### src/rtl/cpu_bus_pkg.sv
// Shared definitions for the CPU memory bus: FSM state encoding, default
// bus widths and requester port indices.
package cpu_bus_pkg;

    localparam int AW_DEF = 13;
    localparam int DW_DEF = 8;

    localparam logic PORT_CPU = 1'b0;
    localparam logic PORT_DMA = 1'b1;

    typedef enum logic [1:0] {
        ST_IDLE   = 2'd0,
        ST_ACCESS = 2'd1,
        ST_TURN   = 2'd2
    } state_t;

endpackage

### src/rtl/arb_rr2.sv
// Two-way combinational request picker: round-robin on last_gnt by default,
// fixed CPU priority when MEM_ARB_CPU_PRI_EN is defined.
module arb_rr2
    import cpu_bus_pkg::*;
(
    input  logic req0,
    input  logic req1,
    input  logic last_gnt,
    output logic winner,
    output logic any
);

    assign any = req0 | req1;

`ifdef MEM_ARB_CPU_PRI_EN
    logic w_unused_last_gnt;
    assign w_unused_last_gnt = last_gnt;
    assign winner = req0 ? PORT_CPU : PORT_DMA;
`else
    always_comb begin
        if (req0 && req1) begin
            winner = ~last_gnt;
        end else if (req0) begin
            winner = PORT_CPU;
        end else begin
            winner = PORT_DMA;
        end
    end
`endif

endmodule

### src/rtl/mem_bus_arbiter.sv
// Two-requester memory bus arbiter with fixed-length wait-stated accesses and a
// turnaround cycle between them. Define MEM_ARB_CPU_PRI_EN for CPU priority.
module mem_bus_arbiter
    import cpu_bus_pkg::*;
#(
    parameter int AW       = AW_DEF,
    parameter int DW       = DW_DEF,
    parameter int WAIT_CYC = 1
)
(
    input  logic          clk,
    input  logic          reset,
    input  logic          req0,
    input  logic          we0,
    input  logic [AW-1:0] addr0,
    input  logic [DW-1:0] wdata0,
    output logic          gnt0,
    output logic          done0,
    output logic [DW-1:0] rdata0,
    input  logic          req1,
    input  logic          we1,
    input  logic [AW-1:0] addr1,
    input  logic [DW-1:0] wdata1,
    output logic          gnt1,
    output logic          done1,
    output logic [DW-1:0] rdata1,
    output logic          mem_rd,
    output logic          mem_wr,
    output logic [AW-1:0] mem_addr,
    output logic [DW-1:0] mem_wdata,
    input  logic [DW-1:0] mem_rdata,
    output logic          busy
);

    localparam logic [3:0] WAIT_INIT = 4'(WAIT_CYC);
    localparam logic       ZERO_WAIT = (WAIT_CYC == 0);

    state_t        r_state, w_state_next;
    logic [3:0]    r_wcnt, w_wcnt_next;
    logic          r_last_gnt, w_last_gnt_next;
    logic          r_port, w_port_next;
    logic          r_mem_rd, w_mem_rd_next;
    logic          r_mem_wr, w_mem_wr_next;
    logic [AW-1:0] r_mem_addr, w_mem_addr_next;
    logic [DW-1:0] r_mem_wdata, w_mem_wdata_next;
    logic [DW-1:0] r_rdata0, w_rdata0_next;
    logic [DW-1:0] r_rdata1, w_rdata1_next;
    logic          r_gnt0, w_gnt0_next;
    logic          r_gnt1, w_gnt1_next;
    logic          r_done0, w_done0_next;
    logic          r_done1, w_done1_next;

    logic          w_winner, w_any, w_grant, w_grant_port;
    logic          w_sel_we;
    logic [AW-1:0] w_sel_addr;
    logic [DW-1:0] w_sel_wdata;

    arb_rr2 u_arb (
        .req0     (req0),
        .req1     (req1),
        .last_gnt (r_last_gnt),
        .winner   (w_winner),
        .any      (w_any)
    );

    assign w_sel_we    = w_grant_port ? we1    : we0;
    assign w_sel_addr  = w_grant_port ? addr1  : addr0;
    assign w_sel_wdata = w_grant_port ? wdata1 : wdata0;

    always_comb begin
        w_state_next     = r_state;
        w_wcnt_next      = r_wcnt;
        w_last_gnt_next  = r_last_gnt;
        w_port_next      = r_port;
        w_mem_rd_next    = r_mem_rd;
        w_mem_wr_next    = r_mem_wr;
        w_mem_addr_next  = r_mem_addr;
        w_mem_wdata_next = r_mem_wdata;
        w_rdata0_next    = r_rdata0;
        w_rdata1_next    = r_rdata1;
        w_gnt0_next      = 1'b0;
        w_gnt1_next      = 1'b0;
        w_done0_next     = 1'b0;
        w_done1_next     = 1'b0;
        w_grant          = 1'b0;
        w_grant_port     = w_winner;

        case (r_state)
            ST_IDLE: begin
                w_grant = w_any;
            end
            ST_ACCESS: begin
                // done is registered, so it is raised one cycle ahead of wcnt reaching 0
                if (r_wcnt != 4'd0) begin
                    w_wcnt_next = r_wcnt - 4'd1;
                    if (r_wcnt == 4'd1) begin
                        w_done0_next = (r_port == PORT_CPU);
                        w_done1_next = (r_port == PORT_DMA);
                    end
                end else begin
                    w_mem_rd_next = 1'b0;
                    w_mem_wr_next = 1'b0;
                    w_state_next  = ST_TURN;
                    if (r_mem_rd) begin
                        if (r_port == PORT_CPU) begin
                            w_rdata0_next = mem_rdata;
                        end else begin
                            w_rdata1_next = mem_rdata;
                        end
                    end
                end
            end
            ST_TURN: begin
                w_state_next = ST_IDLE;
`ifdef MEM_ARB_CPU_PRI_EN
                if (r_port == PORT_CPU && req0) begin
                    w_grant      = 1'b1;
                    w_grant_port = PORT_CPU;
                end
`endif
            end
            default: begin
                w_state_next = ST_IDLE;
            end
        endcase

        if (w_grant) begin
            w_state_next     = ST_ACCESS;
            w_port_next      = w_grant_port;
            w_last_gnt_next  = w_grant_port;
            w_wcnt_next      = WAIT_INIT;
            w_mem_rd_next    = ~w_sel_we;
            w_mem_wr_next    = w_sel_we;
            w_mem_addr_next  = w_sel_addr;
            w_mem_wdata_next = w_sel_wdata;
            w_gnt0_next      = (w_grant_port == PORT_CPU);
            w_gnt1_next      = (w_grant_port == PORT_DMA);
            w_done0_next     = ZERO_WAIT && (w_grant_port == PORT_CPU);
            w_done1_next     = ZERO_WAIT && (w_grant_port == PORT_DMA);
        end
    end

    always_ff @(posedge clk or posedge reset) begin
        if (reset) begin
            r_state     <= ST_IDLE;
            r_wcnt      <= 4'd0;
            r_last_gnt  <= PORT_DMA;
            r_port      <= PORT_CPU;
            r_mem_rd    <= 1'b0;
            r_mem_wr    <= 1'b0;
            r_mem_addr  <= '0;
            r_mem_wdata <= '0;
            r_rdata0    <= '0;
            r_rdata1    <= '0;
            r_gnt0      <= 1'b0;
            r_gnt1      <= 1'b0;
            r_done0     <= 1'b0;
            r_done1     <= 1'b0;
        end else begin
            r_state     <= w_state_next;
            r_wcnt      <= w_wcnt_next;
            r_last_gnt  <= w_last_gnt_next;
            r_port      <= w_port_next;
            r_mem_rd    <= w_mem_rd_next;
            r_mem_wr    <= w_mem_wr_next;
            r_mem_addr  <= w_mem_addr_next;
            r_mem_wdata <= w_mem_wdata_next;
            r_rdata0    <= w_rdata0_next;
            r_rdata1    <= w_rdata1_next;
            r_gnt0      <= w_gnt0_next;
            r_gnt1      <= w_gnt1_next;
            r_done0     <= w_done0_next;
            r_done1     <= w_done1_next;
        end
    end

    assign gnt0      = r_gnt0;
    assign gnt1      = r_gnt1;
    assign done0     = r_done0;
    assign done1     = r_done1;
    assign rdata0    = r_rdata0;
    assign rdata1    = r_rdata1;
    assign mem_rd    = r_mem_rd;
    assign mem_wr    = r_mem_wr;
    assign mem_addr  = r_mem_addr;
    assign mem_wdata = r_mem_wdata;
    assign busy      = (r_state != ST_IDLE);

    a_no_rd_wr:   assert property (@(posedge clk) disable iff (reset) !(mem_rd && mem_wr));
    a_one_grant:  assert property (@(posedge clk) disable iff (reset) !(gnt0 && gnt1));

endmodule

### config.mk
export PLATFORM = sky130hd
export DESIGN_NAME = mem_bus_arbiter
export DESIGN_NICKNAME = d
export VERILOG_FILES = /design/src/rtl/cpu_bus_pkg.sv /design/src/rtl/arb_rr2.sv /design/src/rtl/mem_bus_arbiter.sv
export SDC_FILE = /design/constraint.sdc
export NUM_CORES = 1
export LEC_CHECK = 0
export CAP_MARGIN = 20
export CORE_MARGIN = 4
export CORE_UTILIZATION = 35
export CTS_BUF_LIST = sky130_fd_sc_hd__clkbuf_16
export DETAILED_ROUTE_END_ITERATION = 16
export PLACE_DENSITY_LB_ADDON = 0.12
export SYNTH_ARGS = -nofsm -noshare
export SYNTH_HDL_FRONTEND = slang
export SYNTH_SLANG_ARGS = --single-unit
### constraint.sdc
create_clock -name clk -period 2 [get_ports clk]
set_clock_uncertainty 0.15 [all_clocks]
set_input_delay 0.4 -clock clk [delete_from_list [all_inputs] [get_ports clk]]
set_output_delay 0.4 -clock clk [all_outputs]
set_load 0.05 [all_outputs]
==> summary.md, run 1 <==
| Metric | Value |
|---|---|
| CP Data Arrival Time | 1.80 ns |
| Crit path time final | 1.79 ns |
| Dpl cells | 335 |
| Initial antenna violation count | 0 |
| Hold Crit Class | input pin to asynchronous set/reset pin |
| Finished Layout Cells | 342 |
| Layout cell share with drive strength beyond 1 | 32.2% |
| Pint | 0.00332 W |
| Leakage power | 1.58 nW |
| Max capacitance violation total | 0 |
| CTS HTree Levels | 2 |
| Die Ht | 86.9 um |
| Synth Register Bits | 51 |
| Number of fillers in the final layout | 507 |
| Sink Count | 51 |
| Asr flop ratio synth | 100% |
| Row Count | 28 |
| Synth warn | 0 |
| Sequential share of power | 29.1% |
| I/O pin total | 100 |
| Area occupied by multi-input gates | 838 um2 |
| Hold_buf cts | 0 |
| Final core utilization | 56.0% |
| Antenna violation net count after detailed routing | 0 |
| First-pass GRT wire length | 8.40 mm |
| Total negative setup slack | 0 ns |
| RePlAce Congestion | 0.719 |
| Combinational share of power | 57.8% |
| CTS tree | yes |
| Syn_nets | about 220 |
| Net Sw Power | 0.00281 W |
| Final Slew Violations | 0 |
| Fin nets | around 330 |
| Post-synth EDFFs | 0 |
| Clk pin slew, worst setup/hold paths | 0.06 ns |
| Crit share post-route | 89.5% |
| N_diodes | 0 |
| Routed WL | ~5.2 mm |
| Post-CTS setup repair buffer count | 0 |
| Worst slew pin tran | 0.559 ns |
| Ys flop type | dfrtp_1 |
| Clock Path Buffers | 2 |
| Initial DRC count | 60 |
| DPL Wire Length | about 3.8 mm |
| Syn Area/Cell | 13.4 um2 |
| Wire per inst | 15.3 um |
| Max VDD drop | 1.12 mV |
| Starting density of the core | a little over a third |
| Unrepaired setup endpoints after global routing | false |
| CTS root buffer | clkbuf_16 |
| Slew HR | 62.6% |
| Netlist Area Pre-Place | 0.00218 mm2 |
| Peak fanout along the critical path | 8 |
| DIE AREA | 0.00755 mm2 |
| Power per cell area | 1830 mW/mm2 |
| Post-synthesis sequential area ratio | roughly three fifths |
| Largest net degree at the start of global routing | 39 |
| Drt via density | approximately 4.8 |
| Worst Path Class, Setup | flip-flop to flip-flop |
| 1st-pass router iterations | 4 |
| Overflow left after global routing | 0 |
| Port bufs | 99 |
| Worst EP required | 2.02 ns |
| Clk pwr share | 13.1% |
| P&R area growth vs syn | 54.0% |
| Die Wd | 86.9 um |
| CP startpoint kind | flip-flop |
| All-layer global routing usage | between 10 and 15% |
| Seq. cell area | between 0.001 and 0.0015 mm2 |
| DR vias | roughly 1.6k |
| Netlist cell types | 34 |
| Cells after synthesis | approximately 160 |
| CORE AREA | 0.00599 mm2 |
| CP endpoint kind | flip-flop |
| Endpoints failing setup | 0 |
| Achievable Freq | 0.559 GHz |
| Net Sw Frac | 45.9% |
| CTS Buf Count | 5 |
| Vias in the first global route | 1683 |
| Hold Vio Cnt, Final | 0 |
| Status | finished, final reports clean |
| Drt drc | 0 |
| Later-pin clock latency in the skew report | 0.28 ns |
[Yosys cell counts (3+ instances only)]
| cell | count | area share (%) |
|---|---|---|
| mux2_4 | 8 | 5.5 |
| and2_1 | 19 | 5.5 |
| buf_2 | 7 | 1.6 |
| mux2_2 | 8 | 4.1 |
| ha_1 | 3 | 1.7 |
| inv_1 | 6 | 1.0 |
| dfrtp_1 | 50 | 57 |
| nand2_1 | 4 | 0.69 |
| nor2_1 | 5 | 0.86 |
| nor2_2 | 3 | 0.86 |
| a221o_1 | 21 | 9.6 |
[stage by stage]
step | total power (W) | hold WS, ns | setup WS [ns] | area (um2)
after floorplan | 0.00425 | 0.293 | 0.222 | 2180
after global placement | 0.00533 | 0.317 | -0.291 | 3210
after detailed placement | 0.00536 | 0.322 | -0.332 | 3210
after CTS | 0.00620 | 0.243 | 0.0521 | 3350
after global routing | 0.00648 | 0.270 | 0.102 | 3350
final | 0.00613 | 0.235 | 0.211 | 3350
[worst paths after layout]
kind	from	end	depth (start not counted)	slack [ns]
max in group asynchronous	reset	mem_wdata[1]	3	0.96
min in group clk	r_port	done0	1	0.33
setup reg to reg	r_wcnt[0]	rdata1[3]	5	0.21
setup / recovery	r_wcnt[0]	rdata1[3]	5	0.21
hold / removal	reset	rdata0[2]	2	0.24
hold reg to reg	r_port	done0	1	0.33
[power groups by stage]
stage	Sequential, W	Combinational (W)	Clock, W
after floorplan	0.00312	0.00113	0
after detailed placement	0.00180	0.00357	0
after global routing	0.00186	0.00376	0.000863
after global placement	0.00180	0.00353	0
final	0.00178	0.00354	0.000802
after CTS	0.00178	0.00358	0.000831
[cell families (layout without fill, tap and decap cells)]
| family | after synthesis | in the layout | synth area share (%) |
|---|---|---|---|
| AND/OR/NAND/NOR | 42 | 42 | 11.7 |
| flip-flops | 51 | 51 | 58.6 |
| multiplexers | 18 | 18 | 10.6 |
| XOR/XNOR | 2 | 2 | 0.804 |
| adder cells (fa/ha/maj) | 3 | 3 | 1.72 |
| buffers and inverters | 15 | 119 | 3.33 |
| AO/OA/AOI/OAI | 32 | 32 | 13.2 |
[critical path, cell delays in order, from the launching register on]
cell and delay [ns]:
dfrtp_1 0.40, inv_1 0.12, ha_1 0.23, nand4_2 0.13, or2_4 0.32, mux2_4 0.32
[cell usage in the layout (no fill, tap or decap), drive strengths merged, types with 2 or more instances in the layout]
| cell type | instances |
|---|---|
| buf | 51 |
| xnor2 | 2 |
| and2 | 21 |
| mux2i | 2 |
| nand3 | 2 |
| o21ai | 4 |
| ha | 3 |
| clkinv | 2 |
| a221o | 21 |
| clkbuf | 5 |
| dfrtp | 50 |
| mux2 | 16 |
| nand2 | 4 |
| nor2 | 8 |
| clkdlybuf4s50 | 55 |
| inv | 6 |
[flip-flops by register name, indices dropped and copies added, names as in the netlist]
register    count
r_port          1
rdata0          8
rdata1          8
r_state         2
r_last_gnt      1
done0           1
mem_wr          1
r_wcnt          4
mem_addr       13
done1           1
mem_wdata       8
mem_rd          1
gnt0            1
gnt1            1
[final cells by class]
type,count,share of cell area [%]
Clock buffer,5,3.73
Timing Repair Buffer,106,29.3
Inverter,6,0.671
Clock inverter,2,0.410
Sequential cell,51,38.1
Tap cell,75,2.80
Multi-Input combinational cell,97,25.0
[timing repair]
| action | 4_1_cts | 5_1_grt |
|---|---|---|
| endpoints found under the hold margin | 0 | 0 |
| resized for setup | 1 | 2 |
| setup endpoints to repair | 21 | 8 |
[metal layers]
layer | global-route usage, % | vias to the layer above | wire [um]
met4 | 4.25 | 0 | 52
met2 | 22.1 | 52 | 2410
met3 | 4.73 | 5 | 406
met5 | 0 | - | 0
met1 | 19.3 | 783 | 2350
li1 | - | 793 | -
(Power assumes the default switching activity.)
==> inputs of run 2 (changes only) <==
Settings changed: HOLD_SLACK_MARGIN from default to 0.02.
==> results of run 2 <==
Final layout, timing and power as in run 1 (identical DEF).
